$ cat config.mk
export PLATFORM = sky130hd
export DESIGN_NAME = mem_stage_flat
export DESIGN_NICKNAME = d
export VERILOG_FILES = /design/src/rtl/mem_stage_if.sv /design/src/rtl/mem_stage.sv /design/src/flat_wrapper.sv
export SDC_FILE = /design/constraint.sdc
export NUM_CORES = 1
export LEC_CHECK = 0
export BUFFER_PORTS_ARGS = -buffer_cell sky130_fd_sc_hd__buf_2
export CAP_MARGIN = 15
export CORE_MARGIN = 3
export CORE_UTILIZATION = 48
export DETAILED_ROUTE_END_ITERATION = 7
export PLACE_DENSITY = 0.9
export SYNTH_ARGS = -nofsm -noshare
export SYNTH_HDL_FRONTEND = slang
export SYNTH_SLANG_ARGS = --single-unit
$ cat constraint.sdc
create_clock -name clk -period 2.35 [get_ports clk]
set_input_delay 0.235 -clock clk [delete_from_list [all_inputs] [get_ports clk]]
set_output_delay 0.235 -clock clk [all_outputs]
set_load 0.01 [all_outputs]
$ cat src/rtl/mem_stage_if.sv
// Signal bundle between the ALU stage, the memory stage and the data-memory port.
// slave is the memory stage's view; master is the surrounding upstream/memory side.
interface mem_stage_if #(
    parameter int WD_SIZE     = 32,
    parameter int OPCODE_BITS = 7,
    parameter int FUNCT3_BITS = 3,
    parameter int REG_BITS    = 5
);
    logic                   in_valid;
    logic [OPCODE_BITS-1:0] opcode;
    logic [FUNCT3_BITS-1:0] funct3;
    logic [WD_SIZE-1:0]     alu_result;
    logic [WD_SIZE-1:0]     store_data;
    logic [REG_BITS-1:0]    rd_addr;
    logic                   stall;
    logic                   dmem_req;
    logic                   dmem_we;
    logic [WD_SIZE-1:0]     dmem_addr;
    logic [3:0]             dmem_be;
    logic [WD_SIZE-1:0]     dmem_wdata;
    logic                   dmem_ack;
    logic [WD_SIZE-1:0]     dmem_rdata;
    logic                   out_valid;
    logic                   out_wr_en;
    logic [REG_BITS-1:0]    out_rd;
    logic [WD_SIZE-1:0]     out_data;
    logic                   mem_exc;

    modport master (
        output in_valid, opcode, funct3, alu_result, store_data, rd_addr, dmem_ack, dmem_rdata,
        input  stall, dmem_req, dmem_we, dmem_addr, dmem_be, dmem_wdata,
               out_valid, out_wr_en, out_rd, out_data, mem_exc
    );

    modport slave (
        input  in_valid, opcode, funct3, alu_result, store_data, rd_addr, dmem_ack, dmem_rdata,
        output stall, dmem_req, dmem_we, dmem_addr, dmem_be, dmem_wdata,
               out_valid, out_wr_en, out_rd, out_data, mem_exc
    );
endinterface

$ cat src/rtl/mem_stage.sv
// Memory pipeline stage: issues loads/stores on a req/ack port with lane steering,
// passes other results through, and emits one registered writeback record per instruction.
module mem_stage #(
    parameter int WD_SIZE     = 32,
    parameter int OPCODE_BITS = 7,
    parameter int FUNCT3_BITS = 3,
    parameter int REG_BITS    = 5
) (
    input logic        clk,
    input logic        reset,
    mem_stage_if.slave bus
);
    localparam logic [OPCODE_BITS-1:0] OPCODE_LD = OPCODE_BITS'(7'b0000011);
    localparam logic [OPCODE_BITS-1:0] OPCODE_ST = OPCODE_BITS'(7'b0100011);
    localparam logic [OPCODE_BITS-1:0] OPCODE_OP = OPCODE_BITS'(7'b0110011);
    localparam logic [OPCODE_BITS-1:0] OPCODE_BR = OPCODE_BITS'(7'b1100011);
    localparam logic [OPCODE_BITS-1:0] OPCODE_JM = OPCODE_BITS'(7'b1101111);

    typedef enum logic {IDLE, BUSY} state_t;

    state_t                 state_q, state_d;
    logic                   req_q, req_d, we_q, we_d;
    logic [WD_SIZE-1:0]     addr_q, addr_d, wdata_q, wdata_d;
    logic [3:0]             be_q, be_d;
    logic [FUNCT3_BITS-1:0] f3_q, f3_d;
    logic [1:0]             off_q, off_d;
    logic [REG_BITS-1:0]    rd_q, rd_d;
    logic                   ov_q, ov_d, wen_q, wen_d, exc_q, exc_d;
    logic [REG_BITS-1:0]    ord_q, ord_d;
    logic [WD_SIZE-1:0]     odata_q, odata_d;

    logic               is_ld, is_st, f3_ok, align_ok, legal;
    logic [WD_SIZE-1:0] lane, ld_val;

    always_comb begin
        is_ld    = (bus.opcode == OPCODE_LD);
        is_st    = (bus.opcode == OPCODE_ST);
        f3_ok    = is_ld ? (bus.funct3 inside {3'd0, 3'd1, 3'd2, 3'd4, 3'd5})
                         : (bus.funct3 inside {3'd0, 3'd1, 3'd2});
        align_ok = (bus.funct3[1:0] == 2'b01) ? !bus.alu_result[0] :
                   (bus.funct3[1:0] == 2'b10) ? (bus.alu_result[1:0] == 2'b00) : 1'b1;
        legal    = (state_q == IDLE) && bus.in_valid && (is_ld || is_st) && f3_ok && align_ok;
    end

    // Load lane extraction uses the byte offset captured at accept time.
    always_comb begin
        lane = bus.dmem_rdata >> {off_q, 3'b000};
        case (f3_q)
            3'd0:    ld_val = {{(WD_SIZE-8){lane[7]}}, lane[7:0]};
            3'd1:    ld_val = {{(WD_SIZE-16){lane[15]}}, lane[15:0]};
            3'd4:    ld_val = {{(WD_SIZE-8){1'b0}}, lane[7:0]};
            3'd5:    ld_val = {{(WD_SIZE-16){1'b0}}, lane[15:0]};
            default: ld_val = bus.dmem_rdata;
        endcase
    end

    always_comb begin
        state_d = state_q;
        req_d   = req_q;
        we_d    = we_q;
        addr_d  = addr_q;
        wdata_d = wdata_q;
        be_d    = be_q;
        f3_d    = f3_q;
        off_d   = off_q;
        rd_d    = rd_q;
        ov_d    = 1'b0;
        wen_d   = 1'b0;
        exc_d   = 1'b0;
        ord_d   = ord_q;
        odata_d = odata_q;
        case (state_q)
            IDLE: begin
                if (legal) begin
                    state_d = BUSY;
                    req_d   = 1'b1;
                    we_d    = is_st;
                    addr_d  = {bus.alu_result[WD_SIZE-1:2], 2'b00};
                    f3_d    = bus.funct3;
                    off_d   = bus.alu_result[1:0];
                    rd_d    = bus.rd_addr;
                    case (bus.funct3[1:0])
                        2'b00: begin
                            be_d    = 4'b0001 << bus.alu_result[1:0];
                            wdata_d = {(WD_SIZE/8){bus.store_data[7:0]}};
                        end
                        2'b01: begin
                            be_d    = 4'b0011 << bus.alu_result[1:0];
                            wdata_d = {(WD_SIZE/16){bus.store_data[15:0]}};
                        end
                        default: begin
                            be_d    = 4'b1111;
                            wdata_d = bus.store_data;
                        end
                    endcase
                end else if (bus.in_valid) begin
                    ov_d    = 1'b1;
                    ord_d   = bus.rd_addr;
                    odata_d = bus.alu_result;
                    if (is_ld || is_st)
                        exc_d = 1'b1;
                    else
                        wen_d = (bus.opcode == OPCODE_OP || bus.opcode == OPCODE_JM)
                                && (bus.rd_addr != '0);
                end
            end
            BUSY: begin
                if (bus.dmem_ack) begin
                    state_d = IDLE;
                    req_d   = 1'b0;
                    ov_d    = 1'b1;
                    ord_d   = rd_q;
                    wen_d   = !we_q && (rd_q != '0);
                    if (!we_q)
                        odata_d = ld_val;
                end
            end
            default: state_d = IDLE;
        endcase
    end

    always_ff @(posedge clk) begin
        if (reset) begin
            state_q <= IDLE;
            req_q   <= 1'b0;
            we_q    <= 1'b0;
            addr_q  <= '0;
            wdata_q <= '0;
            be_q    <= '0;
            f3_q    <= '0;
            off_q   <= '0;
            rd_q    <= '0;
            ov_q    <= 1'b0;
            wen_q   <= 1'b0;
            exc_q   <= 1'b0;
            ord_q   <= '0;
            odata_q <= '0;
        end else begin
            state_q <= state_d;
            req_q   <= req_d;
            we_q    <= we_d;
            addr_q  <= addr_d;
            wdata_q <= wdata_d;
            be_q    <= be_d;
            f3_q    <= f3_d;
            off_q   <= off_d;
            rd_q    <= rd_d;
            ov_q    <= ov_d;
            wen_q   <= wen_d;
            exc_q   <= exc_d;
            ord_q   <= ord_d;
            odata_q <= odata_d;
        end
    end

    assign bus.stall      = legal || ((state_q == BUSY) && !bus.dmem_ack);
    assign bus.dmem_req   = req_q;
    assign bus.dmem_we    = we_q;
    assign bus.dmem_addr  = addr_q;
    assign bus.dmem_be    = be_q;
    assign bus.dmem_wdata = wdata_q;
    assign bus.out_valid  = ov_q;
    assign bus.out_wr_en  = wen_q;
    assign bus.out_rd     = ord_q;
    assign bus.out_data   = odata_q;
    assign bus.mem_exc    = exc_q;
endmodule
$ cat src/flat_wrapper.sv
// flat-port wrapper written by rule: the top's interface ports become plain ports
module mem_stage_flat 
#(
    parameter int WD_SIZE     = 32,
    parameter int OPCODE_BITS = 7,
    parameter int FUNCT3_BITS = 3,
    parameter int REG_BITS    = 5
)
  (clk, reset, bus_in_valid, bus_opcode, bus_funct3, bus_alu_result, bus_store_data, bus_rd_addr, bus_dmem_ack, bus_dmem_rdata, bus_stall, bus_dmem_req, bus_dmem_we, bus_dmem_addr, bus_dmem_be, bus_dmem_wdata, bus_out_valid, bus_out_wr_en, bus_out_rd, bus_out_data, bus_mem_exc);
  mem_stage_if #(.WD_SIZE(WD_SIZE), .OPCODE_BITS(OPCODE_BITS), .FUNCT3_BITS(FUNCT3_BITS), .REG_BITS(REG_BITS)) bus_i ();
  input logic clk;
  input logic reset;
  input wire logic [$bits(bus_i.in_valid)-1:0] bus_in_valid;
  input wire logic [$bits(bus_i.opcode)-1:0] bus_opcode;
  input wire logic [$bits(bus_i.funct3)-1:0] bus_funct3;
  input wire logic [$bits(bus_i.alu_result)-1:0] bus_alu_result;
  input wire logic [$bits(bus_i.store_data)-1:0] bus_store_data;
  input wire logic [$bits(bus_i.rd_addr)-1:0] bus_rd_addr;
  input wire logic [$bits(bus_i.dmem_ack)-1:0] bus_dmem_ack;
  input wire logic [$bits(bus_i.dmem_rdata)-1:0] bus_dmem_rdata;
  output wire logic [$bits(bus_i.stall)-1:0] bus_stall;
  output wire logic [$bits(bus_i.dmem_req)-1:0] bus_dmem_req;
  output wire logic [$bits(bus_i.dmem_we)-1:0] bus_dmem_we;
  output wire logic [$bits(bus_i.dmem_addr)-1:0] bus_dmem_addr;
  output wire logic [$bits(bus_i.dmem_be)-1:0] bus_dmem_be;
  output wire logic [$bits(bus_i.dmem_wdata)-1:0] bus_dmem_wdata;
  output wire logic [$bits(bus_i.out_valid)-1:0] bus_out_valid;
  output wire logic [$bits(bus_i.out_wr_en)-1:0] bus_out_wr_en;
  output wire logic [$bits(bus_i.out_rd)-1:0] bus_out_rd;
  output wire logic [$bits(bus_i.out_data)-1:0] bus_out_data;
  output wire logic [$bits(bus_i.mem_exc)-1:0] bus_mem_exc;
  assign bus_i.in_valid = bus_in_valid;
  assign bus_i.opcode = bus_opcode;
  assign bus_i.funct3 = bus_funct3;
  assign bus_i.alu_result = bus_alu_result;
  assign bus_i.store_data = bus_store_data;
  assign bus_i.rd_addr = bus_rd_addr;
  assign bus_i.dmem_ack = bus_dmem_ack;
  assign bus_i.dmem_rdata = bus_dmem_rdata;
  assign bus_stall = bus_i.stall;
  assign bus_dmem_req = bus_i.dmem_req;
  assign bus_dmem_we = bus_i.dmem_we;
  assign bus_dmem_addr = bus_i.dmem_addr;
  assign bus_dmem_be = bus_i.dmem_be;
  assign bus_dmem_wdata = bus_i.dmem_wdata;
  assign bus_out_valid = bus_i.out_valid;
  assign bus_out_wr_en = bus_i.out_wr_en;
  assign bus_out_rd = bus_i.out_rd;
  assign bus_out_data = bus_i.out_data;
  assign bus_mem_exc = bus_i.mem_exc;
  mem_stage #(.WD_SIZE(WD_SIZE), .OPCODE_BITS(OPCODE_BITS), .FUNCT3_BITS(FUNCT3_BITS), .REG_BITS(REG_BITS)) u_core (.clk(clk), .reset(reset), .bus(bus_i));
endmodule
# Word level (Yosys, flattened, before mapping)
# Index checks and enable logic that the tools add are counted.
[totals] regBits=119 inputBits=115 elab_cells=94
[op_classes] eq_ne=18 n_shift=3 n_mux=31 bitwise_logic=2 n_reduce_logical=26
[op_table] operator="2-to-1 mux 32 bit" n=4
[op_table] operator="one-hot mux 32 bit (2 select lines)" n=2
[op_table] operator="one-hot mux 32 bit (4 select lines)" n=1
[op_table] operator="right shift 32 x 5 -> 16 bit" n=1
[op_table] operator="2-to-1 mux 1 bit" n=15
[op_table] operator="2-to-1 mux 5 bit" n=3
[op_table] operator="nonzero test 5 bit" n=3
[op_table] operator="== test 7 x 6 -> 1 bit, second input constant" n=2
[op_table] operator="== test 3 bit, second input constant" n=4
[op_table] operator="one-hot mux 5 bit (2 select lines)" n=1
[op_table] operator="inequality test 2 bit, second input constant" n=4
[op_table] operator="one-hot mux 1 bit (2 select lines)" n=4
[op_table] operator="one-hot mux 4 bit (2 select lines)" n=1
[op_table] operator="== test 7 x 2 -> 1 bit, second input constant" n=1
[op_table] operator="== test 7 bit, second input constant" n=1
[op_table] operator="logical AND 1 bit" n=7
[op_table] operator="== test 3 x 1 -> 1 bit, second input constant" n=2
[op_table] operator="logical NOT 3 bit" n=2
[op_table] operator="logical NOT 2 bit" n=2
[op_table] operator="AND reduction 2 bit" n=2
[op_table] operator="AND reduction 4 bit" n=1
[op_table] operator="OR reduction 4 bit" n=1
[op_table] operator="left shift 1 x 2 -> 4 bit, first input constant" n=1
[op_table] operator="left shift 2 x 2 -> 4 bit, first input constant" n=1
[op_table] operator="9 further kinds" n=14

# Logic depth before layout (Yosys ltp)
# Gate-level depths: netlist of run 1.
[depth] depth_word=7 depth_mapped=8 mapped_depth_nobuf=5

# Worst setup path after synthesis of run 1
# Ideal clock, no wire load.
[synth_timing] path_type="input to register" startpoint="in bus_alu_result[0]" endpoint="reg u_core.odata_q[1], in the netlist u_core.bus.out_data[1]" setup_ns=0.119 arrival_time_ns=1.986 t_required_ns=2.231 path_slack_ns=0.246 path_stages=7 path_cell_list="clkbuf_1 or4_4 a2111o_1 clkbuf_1 o21a_1 clkbuf_1 o221a_2"
[synth_via] elab_chain_len=6 word_cells_on_any_way=7
[synth_lines] item="start: declaration" line_no="flat_wrapper.sv:16" rtl="input wire logic [$bits(bus_i.alu_result)-1:0] bus_alu_result;"
[synth_lines] item="logical NOT 2 bit" line_no="mem_stage.sv:41" rtl="(bus.funct3[1:0] == 2'b10) ? (bus.alu_result[1:0] == 2'b00) : 1'b1;"
[synth_lines] item="2-to-1 mux 1 bit" line_no="mem_stage.sv:41"
[synth_lines] item="2-to-1 mux 1 bit (*)" line_no="mem_stage.sv:40" rtl="align_ok = (bus.funct3[1:0] == 2'b01) ? !bus.alu_result[0] :"
[synth_lines] item="logical AND 1 bit (*)" line_no="mem_stage.sv:42" rtl="legal = (state_q == IDLE) && bus.in_valid && (is_ld || is_st) && f3_ok && align_ok;"
[synth_lines] item="inequality test 2 bit (no line) (*)"
[synth_lines] item="AND reduction 4 bit (no line) (*)"
[synth_lines] item="end signal: assignment" line_no="mem_stage.sv:152" rtl="odata_q <= odata_d;"
[synth_lines] item="end: declaration" line_no="mem_stage.sv:30" rtl="logic [WD_SIZE-1:0] odata_q, odata_d;"
# Mark *: on every way between the ends. The rest lies on a longest branch, timed or not.
# A chain may end at the register's enable or synchronous reset.

# Worst setup path in the final report of run 1
[layout_timing] startpoint="reg u_core.state_q" endpoint="out bus_stall"
[layout_via] elab_chain_len=6 word_cells_on_any_way=7
[layout_lines] item="start: declaration" line_no="mem_stage.sv:21" rtl="state_t state_q, state_d;"
[layout_lines] item="start signal: assignment" line_no="mem_stage.sv:139" rtl="state_q <= state_d;"
[layout_lines] item="inverter 1 bit" line_no="mem_stage.sv:42"
[layout_lines] item="logical AND 1 bit (4 in series)" line_no="mem_stage.sv:42"
[layout_lines] item="logical OR 1 bit (*)" line_no="mem_stage.sv:156" rtl="assign bus.stall = legal || ((state_q == BUSY) && !bus.dmem_ack);"
[layout_lines] item="end: declaration" line_no="flat_wrapper.sv:21" rtl="output wire logic [$bits(bus_i.stall)-1:0] bus_stall;"
# Marks and branches as above.

==> results of run 1 <==
-- path summary, 6_finish.rpt --
kind | slack [ns] | cells past startpoint | endpoint | start
setup / recovery | 0.14 | 5 | bus_stall | u_core.state_q$_SDFF_PP0_
hold / removal | 0.08 | 3 | u_core.bus.dmem_addr[6]$_SDFFE_PP0P_ | bus_alu_result[6]
setup reg to reg | 0.37 | 6 | u_core.bus.out_data[10]$_SDFFE_PP0P_ | u_core.off_q[0]$_SDFFE_PP0P_
hold reg to reg | 0.45 | 2 | u_core.bus.dmem_wdata[25]$_SDFFE_PP0P_ | u_core.bus.dmem_wdata[25]$_SDFFE_PP0P_
-- registers in the layout (all words and copies together) (netlist names) --
name,flops
u_core.bus.dmem_wdata,32
u_core.bus.out_data,32
u_core.bus.dmem_addr,30
u_core.bus.out_rd,5
u_core.rd_q,5
u_core.bus.dmem_be,4
u_core.f3_q,3
u_core.off_q,2
u_core.bus.dmem_req,1
u_core.bus.dmem_we,1
u_core.bus.mem_exc,1
u_core.bus.out_valid,1
u_core.bus.out_wr_en,1
u_core.state_q,1
-- power by group through the flow --
stage | logic, mW | registers, mW | clock network (mW)
after global routing | 0.504 | 2.09 | 2.79
after floorplan | 0.193 | 2.15 | 0
after CTS | 0.457 | 2.09 | 2.68
after global placement | 0.446 | 2.13 | 0
after detailed placement | 0.454 | 2.13 | 0
final | 0.467 | 2.09 | 2.67
-- metal layers --
metal	track usage, %	vias up	routed length, um
met5	0	-	0
met4	11.8	0	646
met3	6.31	53	1730
met2	46.0	342	8680
met1	36.9	2746	7370
li1	-	2809	-
-- worst max-delay path, stage by stage, from the launching register on --
cell and delay [ns]:
dfxtp_1 0.34, nand2b_2 0.24, a2111o_2 0.51, buf_4 0.22, o21ai_0 0.10, buf_2 0.16
-- synth_stat cells (2+ instances only) --
library cell and n:
o21a_1 2, o211ai_1 7, o2bb2ai_1 7, nor3_1 6
buf_2 9, nand2_1 159, a2bb2oi_1 2, o22ai_1 8
nand2b_1 4, nand3_1 4, dfxtp_1 119, or3_1 10
o21ai_0 20, nand3b_1 2, buf_1 3, buf_4 2
mux2i_1 35, nor2_1 43, nor2b_1 4, mux2_2 4
a211oi_1 16, a311oi_1 10, a31oi_1 6, o221ai_1 21
clkbuf_1 44, inv_1 7, a21oi_1 97, a211o_1 2
o2111ai_1 2
-- area by class of cell --
type / count / area, um2 / share of cell area (%)
clock inverters: 14 / 173 / 2.37
clock buffers: 18 / 439 / 6.04
repair buffers: 245 / 1320 / 18.2
well taps: 140 / 175 / 2.41
inverters: 8 / 30.0 / 0.413
multi-input cells: 489 / 2750 / 37.9
flip-flops and latches: 119 / 2380 / 32.7
-- logic make-up after synthesis --
logic type	Yosys count
other cells	1
simple gates	238
buf+inv	66
mux	40
compound gates	209
flops	119
-- repair_timing --
item	4_1_cts	5_1_grt
endpoints found under the hold margin	0	0
resized for setup	0	1
setup endpoints to repair	0	1
-- metrics by stage --
step / hold WS [ns] / power (mW) / setup WS, ns / util, %
5_1_grt: 0.0891 / 5.39 / 0.0329 / 66.5
4_1_cts: 0.0721 / 5.23 / 0.101 / 66.5
6_report: 0.0847 / 5.22 / 0.142 / 66.5
2_1_floorplan: 0.371 / 2.35 / 0.246 / -
3_5_place_dp: 0.443 / 2.59 / 0.136 / 60.9
3_3_place_gp: 0.439 / 2.58 / 0.168 / 60.9
==> results.py, run 1 <==
metrics = {
    "sta": {
        "tightest_slew_ns": 0.778,
        "skew_ns": 0.0144,
        "hold_viol": 0,
        "slew_violations": 0,
        "finalSetupTns_ns": 0,
        "setup_viol": 0,
        "timing.fmax_mhz": 453,
        "rsz0062_at_grt": "no",
        "timing.final.crit_share_pct": 94.0,
        "fin_crit_ns": 2.21,
        "worst_slew_margin_rel_pct": 47.8,
    },
    "synthesis": {
        "yosys_warnings": 0,
        "ys.flop_type": "dfxtp_1",
        "netlist_instances": 673,
        "yosysUniqueCellTypes": 47,
        "synthAdderAreaFrac_pct": 0,
        "synthMuxAreaShare_pct": 7.75,
        "synth_top_family_by_area": "compound AO/OA/AOI/OAI gates",
        "synthXorXnorAreaFrac_pct": 0,
        "yosys.area_share.simple_pct": 18.2,
        "yosysSeqAreaShare_pct": 44.2,
        "yosys-top-cells-area": "dfxtp_1 44%, nand2_1 11%, a21oi_1 9.0%",
        "synthArstFlopShare_pct": 0,
        "avgSynthCellArea_um2": 8.02,
        "synth_edf_count": 0,
        "synth_compound_area_share_pct": 24.9,
        "netlist_area_um2": 5400,
        "synth_seq_cells": 119,
        "synth_top_area_cell": "dfxtp_1",
        "yosys.area.top_type_share_pct": 44.2,
    },
    "place": {
        "globalplace.congestion": 0.963,
        "dp_cells": 1001,
        "post_dp_cell_area_um2": 6660,
        "portBuffers": 223,
        "dpl.hpwl_um": 13300,
    },
    "global_routing": {
        "grt_pass1_wl_um": 28800,
        "overflow": 0,
        "grt.total_usage_pct": 28.4,
        "grt_max_degree": 62,
        "antenna_found_initial": 0,
        "grt_pass1_vias": 5514,
    },
    "power_and_ir_drop": {
        "switchingPower_mw": 1.27,
        "p_clk_share_pct": 51.1,
        "powerDensity_nw_per_um2": 718,
        "switching_share_pct": 24.2,
        "leakagePower_nw": 3.11,
        "combPwrFrac_pct": 8.9,
        "seqPwrFrac_pct": 40.0,
        "irDropWorstVdd_mv": 0.509,
        "p_int_mw": 3.96,
    },
    "run": {
        "drv_cap": 0,
    },
    "clock_network": {
        "cts_buffers": 17,
        "cts_max_level": 4,
        "worstSkewPairLatency_ns": 0.41,
        "hold_buffers": 0,
        "cts_sinks": 119,
        "cts.reportedPaths.clkPinSlew_ns": 0.06,
        "cts_buffer_depth": 2,
        "root_buffer": "clkbuf_16",
        "cts_tree": "done",
        "post-cts-setup-buffer-count": 0,
    },
    "cells_and_area": {
        "instances_no_fill": 1033,
        "final_common_cell": "buf_2",
        "fin_nets": 995,
        "final_cell_mix": "222 x buf_2, 159 x nand2_1, 119 x dfxtp_1, 97 x a21oi_1, 43 x nor2_1",
        "layout-area-overhead-vs-synth_pct": 34.8,
        "diodes": 0,
        "nFillCells": 932,
        "postLayoutCellArea_um2": 7270,
        "drive_above_1_share_pct": 32.3,
    },
    "setup_path": {
        "cp-end-kind": "output port",
        "path_class": "register to output port",
        "critPathRequiredTime_ns": 2.12,
        "crit_fanout": 17,
        "worstPathArrival_ns": 1.97,
        "start_kind": "register",
    },
    "floorplanning": {
        "start_util_pct": 49.3,
        "fp.coreArea_um2": 10900,
        "die_area_um2": 12500,
        "pin_count": 226,
        "row_count": 38,
        "die_h_um": 112,
        "dieWidth_um": 112,
    },
    "drt": {
        "drc": 0,
        "drt_iter0_markers": 600,
        "avgRoutedWirePerCell_um": 17.8,
        "firstDrtPassIters": 5,
        "antenna_left": 0,
        "viasPerCell": 5.76,
        "vias": 5950,
        "wl_um": 18400,
    },
    "hold_path": {
        "hold_path_class": "input port to register",
    },
    "status": {
        "status": "completed",
    },
}
Note: power is estimated with default switching activity, not from simulation.
==> run 2: changes to the inputs <==
--- a/config.mk
+++ b/config.mk
@@ -7,8 +7,10 @@
 export LEC_CHECK = 0
 export BUFFER_PORTS_ARGS = -buffer_cell sky130_fd_sc_hd__buf_2
 export CAP_MARGIN = 15
+export CELL_PAD_IN_SITES_DETAIL_PLACEMENT = 2
+export CELL_PAD_IN_SITES_GLOBAL_PLACEMENT = 2
 export CORE_MARGIN = 3
-export CORE_UTILIZATION = 48
+export CORE_UTILIZATION = 26
 export DETAILED_ROUTE_END_ITERATION = 7
 export PLACE_DENSITY = 0.9
 export SYNTH_ARGS = -nofsm -noshare
==> constraint.sdc (replaced) <==
create_clock -name clk -period 2.35 [get_ports clk]
set_input_delay 0.47 -clock clk [delete_from_list [all_inputs] [get_ports clk]]
set_output_delay 0.47 -clock clk [all_outputs]
set_load 0.01 [all_outputs]
==> results.py, run 2 (synthesis gave the netlist of run 1 again) <==
metrics = {
    "status": {
        "status": "completed",
    },
    "clock_network": {
        "cts_tree": "done",
        "cts_buffers": 17,
        "cts_max_level": 4,
        "worstSkewPairLatency_ns": 0.42,
        "post-cts-setup-buffer-count": 2,
        "root_buffer": "clkbuf_16",
        "post_cts_resized": 0,
        "hold_buffers": 0,
        "cts_buffer_depth": 2,
        "cts_sinks": 119,
        "cts.reportedPaths.clkPinSlew_ns": 0.06,
    },
    "power_and_ir_drop": {
        "powerDensity_nw_per_um2": 701,
        "leakagePower_nw": 3.21,
        "irDropWorstVdd_mv": 0.398,
    },
    "drt": {
        "wl_um": 24400,
        "drc": 0,
        "viasPerCell": 5.09,
        "antenna_left": 0,
        "drt_iter0_markers": 258,
        "firstDrtPassIters": 5,
        "avgRoutedWirePerCell_um": 20.6,
        "dr_wl_met2_um": 12400,
        "route.met3.wl_um": 969,
        "routed.top_layer": "met5",
        "vias": 6022,
        "wl_met1_um": 10400,
    },
    "setup_path": {
        "crit_path_cell_trace": "buf_2, buf_4, a221o_1, a2111o_2, o21ai_2, buf_2",
        "crit_fanout": 2,
        "start_kind": "input port",
        "critPathRequiredTime_ns": 1.88,
        "r2r_slack_ns": 0.30,
        "cp-end-kind": "output port",
        "crit_top_cell": "buf_2",
        "critical-path-max-stage-delay_ns": 0.51,
        "worstPathArrival_ns": 1.83,
        "path_class": "input port to output port",
        "cp_slowest_cell": "a2111o_2",
    },
    "sta": {
        "fin_crit_ns": 2.30,
        "setup_viol": 0,
        "rsz0062_at_grt": "no",
        "worst_slew_margin_rel_pct": 47.6,
        "timing.final.crit_share_pct": 97.9,
        "hold_viol": 0,
        "skew_ns": 0.00825,
        "tightest_slew_ns": 0.781,
        "timing.fmax_mhz": 435,
        "slew_violations": 0,
    },
    "floorplanning": {
        "start_util_pct": 26.6,
        "pin_count": 226,
        "die_area_um2": 22500,
        "dieWidth_um": 150,
        "die_h_um": 150,
        "fp.coreArea_um2": 20300,
        "row_count": 52,
    },
    "cells_and_area": {
        "layout-area-overhead-vs-synth_pct": 41.6,
        "post-route-util_pct": 37.6,
        "final_cell_mix": "222 x buf_2, 159 x nand2_1, 119 x dfxtp_1, 97 x a21oi_1, 43 x nor2_1",
        "fin_nets": 1010,
        "drive_above_1_share_pct": 33.1,
        "final_common_cell": "buf_2",
        "instances_no_fill": 1184,
    },
    "global_routing": {
        "overflow": 0,
        "grt_pass1_vias": 6483,
        "antenna_found_initial": 8,
        "grt_max_degree": 49,
        "grt_pass1_wl_um": 37200,
        "grt.total_usage_pct": 21.3,
    },
    "hold_path": {
        "hold_path_class": "input port to register",
    },
    "place": {
        "dp_cells": 1144,
        "portBuffers": 223,
        "globalplace.congestion": 0.845,
        "dpl.hpwl_um": 18000,
    },
    "run": {
        "drv_cap": 0,
    },
}
## run 2: worst paths after layout
kind | startpoint | endpoint | cells past startpoint
min | bus_alu_result[30] | u_core.bus.dmem_addr[30]$_SDFFE_PP0P_ | 3
min reg2reg | u_core.bus.dmem_addr[22]$_SDFFE_PP0P_ | u_core.bus.dmem_addr[22]$_SDFFE_PP0P_ | 2
max | bus_funct3[0] | bus_stall | 6
max reg2reg | u_core.off_q[0]$_SDFFE_PP0P_ | u_core.bus.out_data[14]$_SDFFE_PP0P_ | 6
## run 2: layer usage
metal	track usage, %	vias up
met1	26.5	2970
met2	36.2	164
met3	4.09	46
met4	8.46	4
met5	0	-
li1	-	2838
## run 2: area by class of cell
| type | count | area [um2] |
|---|---|---|
| fillers | 2390 | 12700 |
| multi-input cells | 489 | 2760 |
| flip-flops and latches | 119 | 2380 |
| repair buffers | 260 | 1500 |
| clock buffers | 21 | 460 |
| well taps | 270 | 338 |
| clock inverters | 9 | 150 |
| inverters | 8 | 30.0 |
| diodes | 8 | 20.0 |
## run 2: worst max-delay path, delay by kind of cell
| kind | cells | cell delay (ns) |
|---|---|---|
| AOI/OAI and AO/OA | 3 | 0.95 |
| buffers and inverters | 3 | 0.41 |
## run 2: metrics by stage
step	power [mW]	setup TNS, ns	setup slack [ns]	area (um2)	hold slack [ns]
2_1_floorplan	2.35	0	0.00143	5410	0.443
3_3_place_gp	2.61	-1.95	-0.0818	6990	0.440
3_5_place_dp	2.63	-9.07	-0.213	6990	0.447
4_1_cts	5.40	0	0.0407	7620	0.297
5_1_grt	5.56	0	0.00463	7640	0.304
6_report	5.35	0	0.0494	7640	0.310
## run 2: power by group
group / total (mW) / switching [mW] / leakage (nW) / internal, mW
combinational: 0.502 / 0.296 / 1.95 / 0.206
clock: 2.76 / 0.947 / 0.295 / 1.81
sequential: 2.09 / 0.0264 / 0.968 / 2.07
total: 5.35 / 1.27 / 3.21 / 4.08
==> run 3: changes to the inputs <==
--- a/config.mk
+++ b/config.mk
@@ -5,14 +5,16 @@
 export SDC_FILE = /design/constraint.sdc
 export NUM_CORES = 1
 export LEC_CHECK = 0
-export BUFFER_PORTS_ARGS = -buffer_cell sky130_fd_sc_hd__buf_2
 export CAP_MARGIN = 15
 export CELL_PAD_IN_SITES_DETAIL_PLACEMENT = 2
 export CELL_PAD_IN_SITES_GLOBAL_PLACEMENT = 2
+export CORE_ASPECT_RATIO = 1.25
 export CORE_MARGIN = 3
-export CORE_UTILIZATION = 26
+export CORE_UTILIZATION = 34
 export DETAILED_ROUTE_END_ITERATION = 7
-export PLACE_DENSITY = 0.9
+export DONT_BUFFER_PORTS = 1
+export MAX_ROUTING_LAYER = met4
+export PLACE_DENSITY = 0.88
 export SYNTH_ARGS = -nofsm -noshare
 export SYNTH_HDL_FRONTEND = slang
 export SYNTH_SLANG_ARGS = --single-unit
==> results.py, run 3 (synthesis gave the netlist of run 1 again) <==
metrics = {
    "sta": {
        "rsz0062_at_grt": "no",
        "worst_slew_margin_rel_pct": 49.8,
        "hold_viol": 0,
        "timing.final.crit_share_pct": 97.6,
        "skew_ns": 0.00805,
        "tightest_slew_ns": 0.748,
        "finalWorstSetupSlack_ns": 0.0556,
        "timing.fmax_mhz": 436,
        "slew_violations": 0,
        "setup_viol": 0,
        "fin_crit_ns": 2.29,
    },
    "floorplanning": {
        "row_count": 50,
        "fp.coreArea_um2": 15300,
        "pin_count": 226,
        "dieWidth_um": 119,
        "die_h_um": 147,
        "start_util_pct": 35.3,
        "die_area_um2": 17400,
    },
    "status": {
        "status": "completed",
    },
    "power_and_ir_drop": {
        "leakagePower_nw": 2.10,
        "powerDensity_nw_per_um2": 814,
        "totalPowerFinal_mw": 5.11,
        "irDropWorstVdd_mv": 0.428,
    },
    "global_routing": {
        "grt.total_usage_pct": 24.5,
        "grt_pass1_vias": 5604,
        "grt_pass1_wl_um": 32400,
        "overflow": 0,
        "grt_max_degree": 96,
        "antenna_found_initial": 0,
    },
    "cells_and_area": {
        "nFillCells": 1720,
        "final_common_cell": "nand2_1",
        "instances_no_fill": 878,
        "drive_above_1_share_pct": 10.0,
        "postLayoutCellArea_um2": 6280,
        "final_cell_mix": "159 x nand2_1, 118 x dfxtp_1, 97 x a21oi_1, 43 x nor2_1, 35 x mux2i_1",
        "diodes": 0,
        "layout-area-overhead-vs-synth_pct": 16.4,
        "fin_nets": 772,
        "post-route-util_pct": 41.1,
    },
    "setup_path": {
        "reg2reg_depth": 6,
        "start_kind": "input port",
        "path_class": "input port to output port",
        "cp-end-kind": "output port",
        "crit_path_cell_trace": "or4_4, a2111o_2, buf_4, o21ai_2",
        "worstPathArrival_ns": 1.82,
        "critPathRequiredTime_ns": 1.88,
        "crit_fanout": 6,
        "critical-path-max-stage-delay_ns": 0.54,
        "cp_slowest_cell": "a2111o_2",
    },
    "drt": {
        "drt_iter0_markers": 157,
        "antenna_left": 0,
        "firstDrtPassIters": 4,
        "wl_um": 20900,
        "avgRoutedWirePerCell_um": 23.8,
        "drc": 0,
        "vias": 5073,
        "viasPerCell": 5.78,
    },
    "run": {
        "drv_cap": 0,
    },
    "place": {
        "post_dp_cell_area_um2": 5650,
        "globalplace.congestion": 0.846,
        "portBuffers": 0,
        "dp_cells": 846,
        "dpl.hpwl_um": 15500,
        "pre_cts_ws_ns": -0.0746,
    },
    "clock_network": {
        "hold_buffers": 0,
        "cts_buffers": 17,
        "cts_tree": "done",
        "cts_max_level": 4,
        "cts.reportedPaths.clkPinSlew_ns": 0.06,
        "post_cts_resized": 2,
        "worstSkewPairLatency_ns": 0.42,
        "post-cts-setup-buffer-count": 0,
        "root_buffer": "clkbuf_16",
        "cts_sinks": 119,
        "cts_buffer_depth": 2,
    },
    "hold_path": {
        "worstHoldPathCells": 1,
        "hold_path_class": "input port to register",
    },
}
[run 3: changes by cell type in the layout (fill, tap and decap cells not counted), moves of 2 or more]
cell        previous run  this run
clkinvlp_4             2         4
buf_2                222         0
diode_2                8         0
buf_4                 30        18
buf_12                 8         4
[run 3: report_power, final]
group          switching (mW)  leakage, nW  internal [mW]
Sequential             0.0605        0.968           2.07
Clock                   0.977        0.295           1.79
Combinational           0.120        0.833         0.0973
[run 3: worst paths after layout]
| path | start | endpoint | slack [ns] |
|---|---|---|---|
| worst max-delay path | bus_alu_result[1] | bus_stall | 0.06 |
| worst min-delay path | reset | u_core.bus.dmem_wdata[30]$_SDFFE_PP0P_ | 0.11 |
| worst max register to register | u_core.off_q[0]$_SDFFE_PP0P_ | u_core.bus.out_data[12]$_SDFFE_PP0P_ | 0.31 |
| worst min register to register | u_core.rd_q[0]$_SDFFE_PP0P_ | u_core.rd_q[0]$_SDFFE_PP0P_ | 0.49 |
[run 3: area by class of cell]
class / count / area, um2 / area share [%]
Timing Repair Buffer: 22 / 215 / 3.43
Clock buffer: 19 / 443 / 7.05
Clock inverter: 13 / 179 / 2.85
Tap cell: 208 / 260 / 4.15
Multi-Input combinational cell: 489 / 2770 / 44.1
Inverter: 8 / 30.0 / 0.478
Sequential cell: 119 / 2380 / 38.0
[run 3: worst max-delay path, delay by kind of cell]
kind | cells | cell delay [ns]
compound gates | 2 | 0.64
simple gates | 1 | 0.53
buf+inv | 1 | 0.19
[run 3: metal layers]
| layer | track usage (%) | up-vias | wire, um |
|---|---|---|---|
| li1 | - | 2360 | - |
| met1 | 23.4 | 2470 | 7190 |
| met2 | 43.7 | 199 | 11100 |
| met3 | 10.2 | 44 | 1990 |
| met4 | 9.74 | 0 | 681 |
| met5 | - | - | 0 |
[run 3: through the flow]
stage               TNS [ns]  hold slack, ns
floorplan                  0           0.443
global placement           0           0.451
detailed placement    -0.485           0.468
CTS                        0          0.0932
global route               0           0.102
finish                     0           0.112
